$ cat config.mk
export PLATFORM = sky130hd
export DESIGN_NAME = cipher_serializer
export DESIGN_NICKNAME = d
export VERILOG_FILES = /design/src/rtl/cipher_pkg.sv /design/src/rtl/piso_shift_reg.sv /design/src/rtl/cipher_serializer.sv
export SDC_FILE = /design/constraint.sdc
export NUM_CORES = 1
export LEC_CHECK = 0
export CAP_MARGIN = 30
export CORE_MARGIN = 1.5
export CORE_UTILIZATION = 49
export CTS_CLUSTER_DIAMETER = 150
export DETAILED_ROUTE_END_ITERATION = 10
export PLACE_DENSITY = 0.86
export RECOVER_POWER = 50
export SLEW_MARGIN = 20
export SYNTH_ARGS = -nofsm -noshare
export SYNTH_HDL_FRONTEND = slang
export SYNTH_SLANG_ARGS = --single-unit
$ cat constraint.sdc
create_clock -name iClk -period 2.65 [get_ports iClk]
set_clock_uncertainty 0.1 [all_clocks]
set_input_delay 0.53 -clock iClk [delete_from_list [all_inputs] [get_ports iClk]]
set_output_delay 0.53 -clock iClk [all_outputs]
set_load 0.05 [all_outputs]
$ cat src/rtl/cipher_pkg.sv
// Shared definitions for the XOR cipher transmit path: FSM encoding,
// default word width and the bit-counter width helper.
package cipher_pkg;

   localparam int DATA_SIZE_DEF = 32;

   typedef enum logic [1:0] {
      IDLE  = 2'd0,
      LOAD  = 2'd1,
      SHIFT = 2'd2,
      DONE  = 2'd3
   } cipher_state_e;

   // Counter must hold the full word width without wrapping.
   function automatic int cw_of(input int n);
      return $clog2(n) + 1;
   endfunction

endpackage

$ cat src/rtl/piso_shift_reg.sv
// Parallel-in serial-out register: parallel load, enable-gated left shift,
// MSB presented on msb_o. Load has priority over shift.
module piso_shift_reg #(
   parameter int W = 32
) (
   input  logic         clk_i,
   input  logic         rst_ni,
   input  logic         load_i,
   input  logic         shift_i,
   input  logic [W-1:0] data_i,
   output logic         msb_o
);

   logic [W-1:0] shreg_q, shreg_d;

   always_comb begin
      shreg_d = shreg_q;
      if (load_i) begin
         shreg_d = data_i;
      end else if (shift_i) begin
         shreg_d = {shreg_q[W-2:0], 1'b0};
      end
   end

   always_ff @(posedge clk_i or negedge rst_ni) begin
      if (!rst_ni) begin
         shreg_q <= '0;
      end else begin
         shreg_q <= shreg_d;
      end
   end

   assign msb_o = shreg_q[W-1];

endmodule

$ cat src/rtl/cipher_serializer.sv
// XORs the deserialized plaintext and key words and transmits the ciphertext
// MSB first. Starts are refused while either input word is incomplete.
module cipher_serializer
   import cipher_pkg::*;
#(
   parameter int DATA_SIZE = DATA_SIZE_DEF,
   localparam int CW = cw_of(DATA_SIZE)
) (
   input  logic                 iClk,
   input  logic                 iRst,
   input  logic                 iEn,
   input  logic                 iStart,
   input  logic [DATA_SIZE-1:0] iData,
   input  logic [DATA_SIZE-1:0] iKey,
   input  logic [CW-1:0]        iData_count,
   input  logic [CW-1:0]        iKey_count,
   output logic                 oSerial,
   output logic                 oValid,
   output logic                 oBusy,
   output logic                 oDone,
   output logic                 oReject,
   output logic [CW-1:0]        oBit_counter
);

   cipher_state_e state_q, state_d;
   logic          serial_q, serial_d;
   logic          valid_q, valid_d;
   logic          busy_q, busy_d;
   logic          done_q, done_d;
   logic          reject_q, reject_d;
   logic [CW-1:0] cnt_q, cnt_d;
   logic          load, shift, msb;

   piso_shift_reg #(.W(DATA_SIZE)) u_piso (
      .clk_i   (iClk),
      .rst_ni  (iRst),
      .load_i  (load),
      .shift_i (shift),
      .data_i  (iData ^ iKey),
      .msb_o   (msb)
   );

   always_comb begin
      state_d  = state_q;
      serial_d = serial_q;
      valid_d  = 1'b0;
      busy_d   = busy_q;
      done_d   = 1'b0;
      reject_d = 1'b0;
      cnt_d    = cnt_q;
      load     = 1'b0;
      shift    = 1'b0;
      unique case (state_q)
         IDLE: begin
            if (iStart) begin
               if (iData_count == CW'(DATA_SIZE) && iKey_count == CW'(DATA_SIZE)) begin
                  load    = 1'b1;
                  cnt_d   = '0;
                  busy_d  = 1'b1;
                  state_d = LOAD;
               end else begin
                  reject_d = 1'b1;
               end
            end
         end
         LOAD: state_d = SHIFT;
         SHIFT: begin
            // Enable low freezes the frame: register, counter and bit all hold.
            if (iEn) begin
               serial_d = msb;
               valid_d  = 1'b1;
               shift    = 1'b1;
               cnt_d    = cnt_q + CW'(1);
               if (cnt_q == CW'(DATA_SIZE - 1)) begin
                  state_d = DONE;
               end
            end
         end
         DONE: begin
            done_d  = 1'b1;
            busy_d  = 1'b0;
            state_d = IDLE;
         end
         default: state_d = IDLE;
      endcase
   end

   always_ff @(posedge iClk or negedge iRst) begin
      if (!iRst) begin
         state_q  <= IDLE;
         serial_q <= 1'b0;
         valid_q  <= 1'b0;
         busy_q   <= 1'b0;
         done_q   <= 1'b0;
         reject_q <= 1'b0;
         cnt_q    <= '0;
      end else begin
         state_q  <= state_d;
         serial_q <= serial_d;
         valid_q  <= valid_d;
         busy_q   <= busy_d;
         done_q   <= done_d;
         reject_q <= reject_d;
         cnt_q    <= cnt_d;
      end
   end

   assign oSerial      = serial_q;
   assign oValid       = valid_q;
   assign oBusy        = busy_q;
   assign oDone        = done_q;
   assign oReject      = reject_q;
   assign oBit_counter = cnt_q;

endmodule

=== Yosys cells after proc, flatten, opt, wreduce, memory -nomap -nowiden ===
Index checks and enable logic that the tools add are counted.

* Reduce and logical (&&, ||, !) cells: 9
* Muxes and demuxes: 23
* Equal/unequal tests: 10
* $add $sub $neg: 1
* Bitwise logic cells: 1

{| class="wikitable"
|+ Operator list
! kind !! number
|-
| two-way mux 32 bit || 2
|-
| XOR 32 bit || 1
|-
| two-way mux 6 bit || 3
|-
| equality test 6 bit (second input constant) || 2
|-
| one-hot mux 6 bit (2 select lines) || 1
|-
| two-way mux 1 bit || 11
|-
| two-way mux 2 bit || 4
|-
| != test 2 bit (second input constant) || 4
|-
| one-hot mux 2 bit (4 select lines) || 1
|-
| AND reduction 4 bit || 2
|-
| adder 6 x 1 -> 6 bit (second input constant) || 1
|-
| equality test 6 x 5 -> 1 bit (second input constant) || 1
|-
| nonzero test 2 bit || 3
|-
| equality test 2 bit (second input constant) || 2
|-
| AND reduction 3 bit || 1
|-
| equality test 2 x 1 -> 1 bit (second input constant) || 1
|-
| zero test 2 bit || 1
|-
| one-hot mux 1 bit (2 select lines) || 1
|-
| AND reduction 2 bit || 1
|-
| logical AND 1 bit || 1
|}

* Output and inout bits: 11
* Bits of input ports: 80
* Register bits after elaboration: 45

=== Longest topological paths before layout ===
Gate-level depths: netlist of run 1.

* Depth in word-level cells: 6
* Gate-level depth with buffers: 8
* Depth with buffers taken out: 6

=== Cells and area by module ===
A second synthesis of run 1 with hierarchy kept.

* Cells, all modules: 252
* Area total of the unflattened synthesis: 2638.8 um2

{| class="wikitable"
|+ By module, submodules not included
! module !! area an instance (um2) !! times used !! cells each !! sequential area each (um2)
|-
| piso_shift_reg || 1512.7 || 1 || 139 || 800.8
|-
| cipher_serializer || 1126.1 || 1 || 113 || 325.3
|}

=== Worst setup path before layout of run 1 ===
No wires, ideal clock.

* Path kind: register to register
* Start: register cnt_q[0], in the netlist oBit_counter[0]
* End: register state_q[1]
* Slack: 0.458 ns
* Stages on the path, launching flop included: 6
* Arrival: 1.964 ns
* Path buffers: 0
* Cell sequence: dfrtp_1 -> ha_1 -> nand4_1 -> or3b_1 -> a21oi_2 -> mux2_1

* Cells in the longest elaborated chain, start to end: 3

{| class="wikitable"
|+ RTL lines
! item !! line !! source
|-
| from (decl) || cipher_serializer.sv:31 || <nowiki>logic [CW-1:0] cnt_q, cnt_d;</nowiki>
|-
| from (signal assigned) || cipher_serializer.sv:104 || <nowiki>cnt_q <= cnt_d;</nowiki>
|-
| equality test 6 x 5 -> 1 bit || cipher_serializer.sv:74 || <nowiki>if (cnt_q == CW'(DATA_SIZE - 1)) begin</nowiki>
|-
| != test 2 bit (no line) || n/a ||
|-
| AND reduction 4 bit (no line) || n/a ||
|-
| to (signal assigned) || cipher_serializer.sv:98 || <nowiki>state_q <= state_d;</nowiki>
|-
| to (decl) || cipher_serializer.sv:25 || <nowiki>cipher_state_e state_q, state_d;</nowiki>
|}

No other way between the ends.
A chain may end at the register's enable or synchronous reset.

=== Worst setup path after layout of run 1 ===
* Start: register cnt_q[2], in the netlist oBit_counter[2]
* End: output oBit_counter[2]

{| class="wikitable"
|+ RTL lines
! item !! line !! source
|-
| to (decl) || cipher_serializer.sv:22 || <nowiki>output logic [CW-1:0] oBit_counter</nowiki>
|}

No word-level cell between the ends.

==> results of run 1 <==
## synth_stat cells
| cell type | number |
|---|---|
| a211o_1 | 1 |
| a41oi_1 | 1 |
| o22ai_1 | 1 |
| mux2_2 | 2 |
| inv_1 | 5 |
| mux2_1 | 1 |
| and3_2 | 1 |
| xnor2_1 | 1 |
| nand2b_1 | 2 |
| or3b_1 | 1 |
| xor2_1 | 31 |
| a31oi_1 | 1 |
| nand3_1 | 7 |
| buf_2 | 6 |
| o22a_1 | 1 |
| o311ai_0 | 3 |
| nand4_1 | 2 |
| nand4_4 | 1 |
| dfrtp_1 | 45 |
| o211ai_1 | 2 |
| nor2b_1 | 2 |
| mux2i_1 | 31 |
| ha_1 | 4 |
| nand2_1 | 9 |
| nor4_1 | 1 |
| a21oi_2 | 1 |
| o21ai_0 | 8 |
| nor4b_4 | 2 |
| buf_1 | 1 |
| nor3_1 | 1 |
| or2_1 | 1 |
| nor3b_1 | 2 |
| and2_1 | 2 |
| buf_4 | 1 |
| nor4_4 | 1 |
| a2bb2oi_1 | 1 |
| nand3b_1 | 1 |
| nand4b_1 | 1 |
| clkbuf_1 | 5 |
| nor2_1 | 33 |
| or4b_1 | 1 |
| a21oi_1 | 32 |
## final timing paths
check / to / slack, ps / cells after the start
min in group asynchronous: oBit_counter[3] / 460 / 1
hold / removal: u_piso.shreg_q[0] / 420 / 2
setup reg to reg: state_q[1] / 550 / 5
max in group asynchronous: u_piso.shreg_q[30] / 1120 / 1
setup / recovery: oBit_counter[2] / 390 / 1
hold reg to reg: u_piso.shreg_q[0] / 420 / 2
## stage by stage
step	utilization [%]	instances	area (um^2)	hold WS (ps)	worst slack, ps
after floorplan	-	256	2580	134	458
after global placement	69.8	407	3570	387	333
after detailed placement	69.8	407	3570	401	272
after CTS	71.6	415	3660	324	385
after global routing	71.7	416	3660	455	327
final	71.7	416	3660	417	387
## cell type report
class,instances,area (um^2)
multi-input cells,193,1360
fillers,415,1440
clock inverters,3,21.3
well taps,70,87.6
clock buffers,5,68.8
repair buffers,95,977
inverters,5,18.8
flip-flops and latches,45,1130
## kinds of logic (layout without fill, tap and decap cells)
logic type | after synthesis | count (layout) | synth area share [%]
DFF | 45 | 45 | 43.6
muxes | 34 | 34 | 13.3
buffers and inverters | 18 | 108 | 3.05
and+or+nand+nor | 71 | 71 | 15.8
AOI/OAI and AO/OA | 52 | 52 | 11.5
adders and majority gates | 4 | 4 | 1.94
xor gates and xnor gates | 32 | 32 | 10.8
## registers in the layout, indices dropped and copies added (netlist names)
register        count
oBit_counter        6
oSerial             1
u_piso.shreg_q     32
oValid              1
oReject             1
oDone               1
state_q             2
oBusy               1
## where the power goes
part / leakage (nW) / total (mW) / internal (mW) / switching, mW
Sequential: 0.616 / 0.852 / 0.773 / 0.0789
Combinational: 1.08 / 0.986 / 0.451 / 0.535
Clock: 0.0445 / 0.436 / 0.187 / 0.249
Total: 1.74 / 2.27 / 1.41 / 0.863
## metal layers
metal / vias up / global-route usage (%) / part of all wire (%)
met5: - / 0 / 0
met3: 6 / 4.10 / 4.0
met2: 58 / 41.4 / 58
li1: 1074 / - / -
met1: 1033 / 20.1 / 37
met4: 0 / 7.34 / 0.88
==> run metrics, run 1 <==
hold wc startpoint u_piso.shreg_q[0]; RSZ-0062 raised after global routing false; Max Freq 442 MHz; Max Cap Violations 0; delay of the slowest critical-path stage 860 ps; Slew @ Worst Pin 1470 ps; Avg Synthesized Cell Area just over 10 um^2; post-DP HPWL 4110 um; leading cell type in the layout, fill and taps excluded clkdlybuf4s50_1; CTS resizes 0; vias per cell about 5.2; CTS sink cnt 45; IO Count a little over 90; die area 5720 um^2; CORE AREA between 5000 and 6000 um^2; antenna cell count 0; CP max-delay cell clkdlybuf4s50_1; Hold/Removal Path Class flip-flop to flip-flop; Final Max Slew Viols 0; initial antenna violation count 0; CTS clk-pin slew, worst paths 90 ps; Starting Density 50.6%; DRC Markers 0; first-pass GRT wire length 8890 um; layout cell share with drive strength beyond 1 5.78%; commonest cells after routing, fill and taps aside clkdlybuf4s50_1 (89), dfrtp_1 (45), nor2_1 (33), a21oi_1 (33); post-synth cell types 42; post-route ant nets 0; synth top area cells dfrtp_1 (44%), mux2i_1 (12%), xor2_1 (11%), a21oi_1 (6.2%), nor2_1 (4.8%); FP Rows 26; DRT Wirelength between 5000 and 6000 um; critical-path maximum fanout 7; Crit Path Class flip-flop to output pin; nets roughly 430; CTS H-tree depth 2; DR pass1 iterations 4; Setup Fix Bufs, Post-CTS 0; power per cell area just over 600 nW/um^2; CTS root buffer clkbuf_8; top cell type's share of synthesized area a little over two fifths; drt wl/cell between 10 and 15 um; Crit path buffers/inverters 1; Final setup violation count 0; crit-path cells clkdlybuf4s50_1; vias in the first global route between 2000 and 2500; GR Overflow Total 0; Area Overhead vs Synth 41.7%; startpoint types flip-flop; fin crit share around 85%; outcome completed; Die Y ~76 um; Leak around 1.7 nW; Peak VDD IR 0.362 mV; Placer Congestion 0.834; Seq/Total Area, Yosys between 40% and 50%; origin of the critical flop-to-flop path oBit_counter[0]; CP startpoint oBit_counter[2]; Mapped Cells roughly 260; Worst Path Required 2020 ps; CTS Buffer Depth 2; leading area contributor after synthesis dfrtp_1; slew margin rel. about 2.2%; largest net degree at the start of global routing 65; Ys Warns 0; syn nets between 300 and 400; Worst-Skew Late Latency 300 ps; IO Port Bufs 90; total power ~2.3 mW; DR vias approximately 2200; CTS Hold Bufs 0; GR Util All Layers between 20% and 30%; TritonCTS Buffers 5; TNS Setup 0 ps; Crit path max-delay family buffers and inverters; DR iter-0 viols 43; Die Width between 70 and 80 um; Period minus WS final ~2300 ps; crit end category output pin; worst endpoint data arrival time between 1500 and 2000 ps; CTS tree yes; post-synthesis sequential element count 45; final hold vios 0; Mapped Area approximately 2600 um^2
Power figures use the tool's default switching activity.
==> run 2, diff against run 1 <==
--- a/config.mk
+++ b/config.mk
@@ -12,7 +12,6 @@
 export DETAILED_ROUTE_END_ITERATION = 10
 export PLACE_DENSITY = 0.86
 export RECOVER_POWER = 50
-export SLEW_MARGIN = 20
 export SYNTH_ARGS = -nofsm -noshare
 export SYNTH_HDL_FRONTEND = slang
 export SYNTH_SLANG_ARGS = --single-unit
==> run 2 against run 1 <==
Against the previous run: critical endpoint is now oBit_counter[0]; wire length up 0.39%; combinational power about the same; critical path depth unchanged; cell count rose by 0.24%; die area unchanged; utilization is 0.24 points lower; largest cell class unchanged; largest power group unchanged; via count rose by 0.64%; critical path type unchanged; sequential power about the same; worst setup slack improved by 5.7 ps; maximum frequency rose by 0.25%.
==> run metrics, run 2 (synthesis gave the netlist of run 1 again) <==
delay of the slowest critical-path stage 850 ps (about the same); initial antenna violation count 0 (unchanged); Hold WS 414 ps (-3.16 ps); fin crit share 85.2% (-0.22 points); nets 430 (+0.23%); Hold/Removal Path Class flip-flop to flip-flop; GR Overflow Total 0 (unchanged); CTS tree yes; CP max-delay cell clkdlybuf4s50_1; Max Freq 443 MHz (+0.25%); origin of the critical flop-to-flop path state_q[0]; DR iter-0 viols 67 (+56%); antenna cell count 0 (unchanged); largest net degree at the start of global routing 65 (unchanged); DR pass1 iterations 4 (unchanged); post-route ant nets 0 (unchanged); CORE AREA 5110 um^2 (unchanged); post-DP HPWL 4110 um (unchanged); Worst-Skew Late Latency 300 ps (about the same); commonest cells after routing, fill and taps aside clkdlybuf4s50_1 (89), dfrtp_1 (45), nor2_1 (33), a21oi_1 (33); crit-path cells clkdlybuf4s50_1; final hold vios 0 (unchanged); startpoint types flip-flop; Crit path buffers/inverters 1 (unchanged); register area 1130 um^2 (unchanged); CTS sink cnt 45 (unchanged); Placer Congestion 0.834 (unchanged); CTS H-tree depth 2 (unchanged); CTS clk-pin slew, worst paths 90 ps (about the same); vias in the first global route 2166 (unchanged); drt wl/cell 13.1 um (+0.15%); first-pass GRT wire length 8890 um (unchanged); CTS root buffer clkbuf_8; Area Overhead vs Synth 41.2%; crit end category output pin; DR vias 2185 (+0.64%); Max Cap Violations 0 (unchanged); CTS Hold Bufs 0 (unchanged); worst endpoint data arrival time 1630 ps (about the same); footprint of the multi-input gates 1360 um^2 (unchanged); Most flops, register u_piso.shreg_q; IO Port Bufs 90 (unchanged); Final Max Slew Viols 0 (unchanged); slew margin rel. 31.1% (+29 points); Period minus WS final 2260 ps (-5.74 ps); Finished Core Util 71.5% (-0.24 points); Die Width 75.6 um (unchanged); filler cell count 412 (-0.72%); Final setup violation count 0 (unchanged); Slew @ Worst Pin 1030 ps (-434 ps); Worst Path Required 2020 ps (about the same); RSZ-0062 raised after global routing false; Leak 1.74 nW (-0.25%); power per cell area 622 nW/um^2 (+0.24%); IO Count 91 (unchanged); layout cell share with drive strength beyond 1 5.76% (-0.017 points); leading cell type in the layout, fill and taps excluded clkdlybuf4s50_1; DRT Wirelength 5450 um (+0.39%); outcome completed; Die Y 75.6 um (unchanged); Starting Density 50.6% (unchanged); Peak VDD IR 0.384 mV (+5.9%); hold wc startpoint u_piso.shreg_q[0]; DRC Markers 0 (unchanged); Crit Path Class flip-flop to output pin; TritonCTS Buffers 5 (unchanged); cell total after placement 407 (unchanged); CTS Buffer Depth 2 (unchanged); critical-path maximum fanout 7 (unchanged); max reg flops 32 (unchanged); Post-Layout Cell Count 417 (+0.24%); vias per cell 5.24 (+0.40%); Setup Fix Bufs, Post-CTS 0 (unchanged); CTS resizes 0 (unchanged); TNS Setup 0 ps (unchanged); die area 5720 um^2 (unchanged); GR Util All Layers 20.4% (unchanged); Crit path max-delay family buffers and inverters; CP startpoint oBit_counter[0]; FP Rows 26 (unchanged)
==> run 2: worst paths after layout <==
| path | endpoint | slack (ps) | cells after the start |
|---|---|---|---|
| setup / recovery | oBit_counter[0] | 390 | 1 |
| hold / removal | u_piso.shreg_q[0] | 410 | 2 |
| setup reg to reg | oBit_counter[2] | 560 | 6 |
| hold reg to reg | u_piso.shreg_q[0] | 410 | 2 |
| max in group asynchronous | u_piso.shreg_q[29] | 770 | 3 |
| min in group asynchronous | oBit_counter[3] | 460 | 2 |
==> run 2: final cells by class <==
type	count	share of cell area [%]
multi-input cells	193	37.4
flip-flops and latches	45	30.8
repair buffers	96	26.4
well taps	70	2.40
clock buffers	5	1.88
clock inverters	3	0.583
inverters	5	0.514
==> run 2: power breakdown <==
| part | internal, mW | total (mW) | switching (mW) |
|---|---|---|---|
| Sequential | 0.773 | 0.853 | 0.0793 |
| Clock | 0.187 | 0.436 | 0.248 |
| Combinational | 0.448 | 0.984 | 0.536 |
==> run 2: worst min-delay path: stages (launching register included) <==
cell and delay (ps):
dfrtp_1 350, nand3_1 60, o21ai_0 70
==> run 2: routing by layer <==
metal	wire length, um	global-route usage, %	vias to the layer above
met4	48	7.34	0
met3	258	4.10	6
met1	1940	20.1	1042
li1	-	-	1076
met2	3200	41.4	61
met5	0	0	-
==> run 2: stage by stage <==
| step | cell area, um^2 | power [mW] | setup WS (ps) |
|---|---|---|---|
| detailed placement | 3570 | 1.86 | 272 |
| CTS | 3660 | 2.29 | 385 |
| global placement | 3570 | 1.82 | 333 |
| finish | 3650 | 2.27 | 392 |
| global route | 3650 | 2.39 | 327 |
| floorplan | 2580 | 1.48 | 458 |
